<file path="src/rtl/alu_arbiter_pkg.sv">
// Shared definitions for the two-port ALU arbiter: FSM states, tag width default,
// instruction/word types and compare-flag bit positions.
package alu_arbiter_pkg;

  localparam int TAG_W_DEF = 4;
  localparam int INSTR_W   = 8;

  typedef logic [INSTR_W-1:0] instr_t;
  typedef logic [31:0]        word_t;

  typedef enum logic [1:0] {
    IDLE  = 2'd0,
    LOCK0 = 2'd1,
    LOCK1 = 2'd2
  } arb_state_e;

  localparam int CMP_EQ = 0;
  localparam int CMP_NE = 1;
  localparam int CMP_LT = 2;
  localparam int CMP_GE = 3;

  localparam instr_t INSTR_ADD    = 8'h01;
  localparam instr_t INSTR_SUB    = 8'h02;
  localparam instr_t INSTR_BRANCH = 8'h04;

endpackage

</file>
<file path="src/rtl/alu_arbiter_pick.sv">
// alu_arb_pick: combinational two-way grant selector. last_is_1 names the port
// most recently accepted; under contention in IDLE the other port wins.
module alu_arb_pick
  import alu_arbiter_pkg::*;
(
  input  logic [1:0] valid,
  input  logic       last_is_1,
  input  arb_state_e state,
  output logic [1:0] grant
);

  always_comb begin
    grant = 2'b00;
    case (state)
      LOCK0: grant = {1'b0, valid[0]};
      LOCK1: grant = {valid[1], 1'b0};
      IDLE: begin
        if (valid == 2'b11) begin
          grant = last_is_1 ? 2'b01 : 2'b10;
        end else begin
          grant = valid;
        end
      end
      default: grant = 2'b00;
    endcase
  end

endmodule

</file>
<file path="src/rtl/alu_arbiter.sv">
// Two-requester arbiter in front of a shared, one-cycle-latency ALU, with lock
// ownership and a single in-flight response slot. Define ALU_ARB_RR_EN for
// round-robin contention; otherwise port 0 always wins in IDLE.
module alu_arbiter
  import alu_arbiter_pkg::*;
#(
  parameter int TAG_W = TAG_W_DEF
) (
  input  logic             clock,
  input  logic             reset,
  input  logic             req0_valid,
  output logic             req0_ready,
  input  logic             req0_lock,
  input  instr_t           req0_instr_type,
  input  word_t            req0_rs1,
  input  word_t            req0_rs2,
  input  word_t            req0_imm,
  input  logic [TAG_W-1:0] req0_tag,
  input  logic             req1_valid,
  output logic             req1_ready,
  input  logic             req1_lock,
  input  instr_t           req1_instr_type,
  input  word_t            req1_rs1,
  input  word_t            req1_rs2,
  input  word_t            req1_imm,
  input  logic [TAG_W-1:0] req1_tag,
  output instr_t           alu_instr_type,
  output word_t            alu_rs1,
  output word_t            alu_rs2,
  output word_t            alu_imm,
  input  logic [3:0]       alu_compare,
  input  word_t            alu_eval,
  output logic             rsp_valid,
  output logic             rsp_id,
  output logic [TAG_W-1:0] rsp_tag,
  output logic [3:0]       rsp_compare,
  output word_t            rsp_eval
);

  arb_state_e       state_q, state_d;
  logic             infl_valid_q, infl_valid_d;
  logic             infl_id_q, infl_id_d;
  logic [TAG_W-1:0] infl_tag_q, infl_tag_d;
  logic [1:0]       grant_raw;
  logic [1:0]       grant;
  logic             pick_last;

  alu_arb_pick u_pick (
    .valid     ({req1_valid, req0_valid}),
    .last_is_1 (pick_last),
    .state     (state_q),
    .grant     (grant_raw)
  );

`ifdef ALU_ARB_RR_EN
  logic last_q, last_d;

  always_comb begin
    last_d = last_q;
    if (grant[1]) begin
      last_d = 1'b1;
    end else if (grant[0]) begin
      last_d = 1'b0;
    end else begin
      last_d = last_q;
    end
  end

  always_ff @(posedge clock) begin
    if (reset) begin
      last_q <= 1'b1;
    end else begin
      last_q <= last_d;
    end
  end

  assign pick_last = last_q;
`else
  assign pick_last = 1'b1;
`endif

  // Nothing is accepted while reset is high.
  assign grant      = reset ? 2'b00 : grant_raw;
  assign req0_ready = grant[0];
  assign req1_ready = grant[1];

  always_comb begin
    alu_instr_type = '0;
    alu_rs1        = '0;
    alu_rs2        = '0;
    alu_imm        = '0;
    if (grant[0]) begin
      alu_instr_type = req0_instr_type;
      alu_rs1        = req0_rs1;
      alu_rs2        = req0_rs2;
      alu_imm        = req0_imm;
    end else if (grant[1]) begin
      alu_instr_type = req1_instr_type;
      alu_rs1        = req1_rs1;
      alu_rs2        = req1_rs2;
      alu_imm        = req1_imm;
    end else begin
      alu_instr_type = '0;
    end
  end

  always_comb begin
    state_d      = state_q;
    infl_valid_d = 1'b0;
    infl_id_d    = infl_id_q;
    infl_tag_d   = infl_tag_q;
    if (grant[0]) begin
      state_d      = req0_lock ? LOCK0 : IDLE;
      infl_valid_d = 1'b1;
      infl_id_d    = 1'b0;
      infl_tag_d   = req0_tag;
    end else if (grant[1]) begin
      state_d      = req1_lock ? LOCK1 : IDLE;
      infl_valid_d = 1'b1;
      infl_id_d    = 1'b1;
      infl_tag_d   = req1_tag;
    end else begin
      state_d = state_q;
    end
  end

  always_ff @(posedge clock) begin
    if (reset) begin
      state_q      <= IDLE;
      infl_valid_q <= 1'b0;
      infl_id_q    <= 1'b0;
      infl_tag_q   <= '0;
    end else begin
      state_q      <= state_d;
      infl_valid_q <= infl_valid_d;
      infl_id_q    <= infl_id_d;
      infl_tag_q   <= infl_tag_d;
    end
  end

  // A response in flight when reset arrives is dropped immediately.
  assign rsp_valid   = infl_valid_q & ~reset;
  assign rsp_id      = infl_id_q;
  assign rsp_tag     = infl_tag_q;
  assign rsp_compare = alu_compare;
  assign rsp_eval    = alu_eval;

endmodule
</file>
<file path="config.mk">
export PLATFORM = sky130hd
export DESIGN_NAME = alu_arbiter
export DESIGN_NICKNAME = d
export VERILOG_FILES = /design/src/rtl/alu_arbiter_pkg.sv /design/src/rtl/alu_arbiter_pick.sv /design/src/rtl/alu_arbiter.sv
export SDC_FILE = /design/constraint.sdc
export NUM_CORES = 1
export LEC_CHECK = 0
export ABC_CLOCK_PERIOD_IN_PS = 1400
export CAP_MARGIN = 10
export CELL_PAD_IN_SITES_DETAIL_PLACEMENT = 0
export CELL_PAD_IN_SITES_GLOBAL_PLACEMENT = 2
export CORE_AREA = 2 2 157 159
export CTS_CLUSTER_SIZE = 8
export DETAILED_ROUTE_END_ITERATION = 7
export DIE_AREA = 0 0 159 161
export PLACE_DENSITY = 0.95
export SLEW_MARGIN = 40
export SYNTH_ARGS = -nofsm -noshare
export SYNTH_HDL_FRONTEND = slang
export SYNTH_SLANG_ARGS = --single-unit
</file>
<file path="constraint.sdc">
create_clock -name clock -period 1.4 [get_ports clock]
set_input_delay 0.28 -clock clock [delete_from_list [all_inputs] [get_ports clock]]
set_output_delay 0.28 -clock clock [all_outputs]
set_load 0.01 [all_outputs]
</file>
==> flow_summary.json <==
{
  "yosys.cell_types.count": 16,
  "yosysSeqAreaShare": 0.0972,
  "violations": "setup timing",
  "finalWorstSetupSlack_ns": -0.649,
  "grt_first_pass_wirelength_um": 23000,
  "netSwitchingPower_uw": 745,
  "firstDrtPassIters": 4,
  "syn_inst": 205,
  "required_ns": 1.12,
  "max_slew.worst_pin.slew_ns": 0.243,
  "fin_nets": 813,
  "drt_wl_total_um": 17600,
  "start_kind": "register",
  "arrival_ns": 1.77,
  "slew_headroom": 0.837,
  "crit_end": "alu_rs1[13]",
  "clkPwrFrac": 0.186,
  "r2r_slack_ns": 0.18,
  "period_minus_slack_ns": 2.05,
  "clock.fmax_mhz": 488,
  "remaining_drc_errors": 0,
  "seqPwrFrac": 0.101,
  "placed_area_um2": 5120,
  "finalHoldViolCount": 0,
  "grt_start_max_net_pins": 27,
  "fin_crit_sh": 1.46,
  "port_buffers": 333,
  "cts_buffers": 3,
  "rr_endpoint": "rsp_tag[0]",
  "path_clk_slew_ns": 0.04,
  "core_area_um2": 24000,
  "grt_util_all_layers": 0.120,
  "syn-num-nets": 463,
  "drtAntennaViolNets": 0,
  "num_rows": 57,
  "startpoint": "state_q[1]",
  "p_sw_frac": 0.296,
  "ys_seq_elements": 8,
  "fin_setup_tns_ns": -50.80,
  "dpl.cell_count": 813,
  "final_cell_count_no_fill": 879,
  "cp-end-kind": "output pin",
  "ctsRootBufferMaster": "clkbuf_16",
  "hold_slack_ns": 0.477,
  "setup_viol": 106,
  "gp_congestion": 0.792,
  "r2r_start": "state_q[0]",
  "slew_violations": 0,
  "grt_setup_unrepaired": "true",
  "cts_tree": "built",
  "areaGrowthSynthToFinish_pct": 249,
  "vdd_drop_max_mv": 0.966,
  "clk_path_buf_depth": 2,
  "die_y_um": 161,
  "drive_above_1_share": 0.351,
  "clock_latency_ns": 0.23,
  "r2r_cells": 5,
  "critical_path_class": "reg2out",
  "cts-htree-levels": 1,
  "fill_cells": 2602,
  "pwr_density_cell_nw_per_um2": 438,
  "io_pins": 406,
  "syn_avg_cell_area_um2": 8.04,
  "place_ws_ns": -1.17,
  "clock-skew-final_ns": 0.00171,
  "start_util": 0.0688,
  "dp_hpwl_um": 11800,
  "wl_per_cell_um": 20.0,
  "design.die.area_um2": 25600,
  "ys_warn_count": 0,
  "vias": 3224,
  "drtIter0Drc": 135,
  "antenna_found_initial": 2,
  "pwr-share-comb": 0.713,
  "cts_hold_buf": 0,
  "dieWidth_um": 159,
  "viasPerCell": 3.67,
  "leakage_uw": 0.00260,
  "clock-sinks": 8,
  "maxCapViolations": 0,
  "status": "finished, violations left",
  "fin_area_um2": 5740,
  "path_max_fanout": 4,
  "globalRoute.totalOverflow": 0,
  "hold_path_class": "reg2reg",
  "syn_area_um2": 1650,
  "intPower_uw": 1770,
  "grt_pass1_vias": 3288
}
## sequential cells by signal, summed over array words and instances, names as in the netlist
| name | cells |
|---|---|
| rsp_id | 1 |
| infl_valid_q | 1 |
| rsp_tag | 4 |
| state_q | 2 |
## layout by cell type, fill, tap and decap left out, drive strengths merged
| cell type | instances |
|---|---|
| nand3 | 1 |
| a22o | 104 |
| dlygate4sd2 | 2 |
| a311oi | 4 |
| diode | 2 |
| nand2 | 11 |
| nor3 | 2 |
| dfxtp | 8 |
| nor2b | 3 |
| a21oi | 3 |
| buf | 159 |
| clkdlybuf4s15 | 2 |
| clkdlybuf4s50 | 218 |
| clkbuf | 22 |
| nor2 | 6 |
| nand2b | 2 |
| dlymetal6s2s | 6 |
## metrics by stage
stage                util  total power (uW)
CTS                 0.236              2510
floorplan               -               811
detailed placement  0.214              1850
global placement    0.214              1850
finish              0.240              2510
global route        0.240              2650
## cells by family (layout without fill, tap and decap cells)
kind of cell           count (synthesis)  in the layout  share of synthesized area
AOI/OAI and AO/OA                    111            111                      0.583
buffers and inverters                 61            409                      0.244
DFF                                    8              8                     0.0972
other                                  0              2                          0
and+or+nand+nor                       25             25                     0.0752
## worst min-delay path by stage
stage	slack (ns)	endpoint	start	cells after the start
after floorplan	0.42	state_q[0]	req0_lock	2
after global placement	0.45	state_q[1]	state_q[1]	2
after detailed placement	0.46	state_q[1]	state_q[1]	2
after CTS	0.48	state_q[1]	state_q[1]	2
after global routing	0.50	rsp_tag[1]	rsp_tag[1]	2
final	0.48	rsp_tag[2]	rsp_tag[2]	2
## metal layers
metal	wire, um	GRT usage	vias to the layer above
li1	-	-	1486
met1	7680	0.153	1479
met2	8000	0.200	253
met3	1740	0.0452	6
met4	141	0.0145	0
met5	0	0	-
## layout make-up
type / instances / area (um2) / area share
Multi-Input combinational cell: 136 / 1140 / 0.199
Clock buffer: 3 / 75.1 / 0.0131
Timing Repair Buffer: 406 / 3950 / 0.688
Antenna cell: 2 / 5.00 / 0.000871
Sequential cell: 8 / 165 / 0.0288
Tap cell: 324 / 405 / 0.0706
## what timing repair did
action,CTS,global route
resized for setup,388,78
gates cloned,11,6
buffers inserted,39,15
setup endpoints to repair,108,112
pin swaps,10,17
## worst max-delay path: stages, from the launching register on
cell     delay, ns
dfxtp_4       0.35
nor2b_4       0.14
nor3_4        0.07
buf_12        0.14
buf_12        0.12
buf_12        0.12
buf_6         0.11
buf_6         0.11
a22o_1        0.22
buf_2         0.15
## cell usage after synthesis
master    instances  area (um2)
nor2_2            1        6.26
buf_4            42         315
nand2b_1          2        12.5
a311oi_1          4        35.0
nor2b_1           3        18.8
nand3_1           1        5.00
nor2_1            5        18.8
a22o_1          104         911
nor3_4            1        16.3
dfxtp_1           8         160
clkbuf_1          5        18.8
nand2_1          11        41.3
buf_1             1        3.75
a21oi_1           3        15.0
nor3_1            1        5.00
buf_2            13        65.1
## power groups by stage
stage               clock network [uW]  registers [uW]  logic, uW
global route                       492             258       1900
global placement                     0             257       1590
CTS                                472             255       1780
floorplan                            0             262        549
finish                             467             255       1790
detailed placement                   0             257       1600
Note: power is estimated with default switching activity, not from simulation.
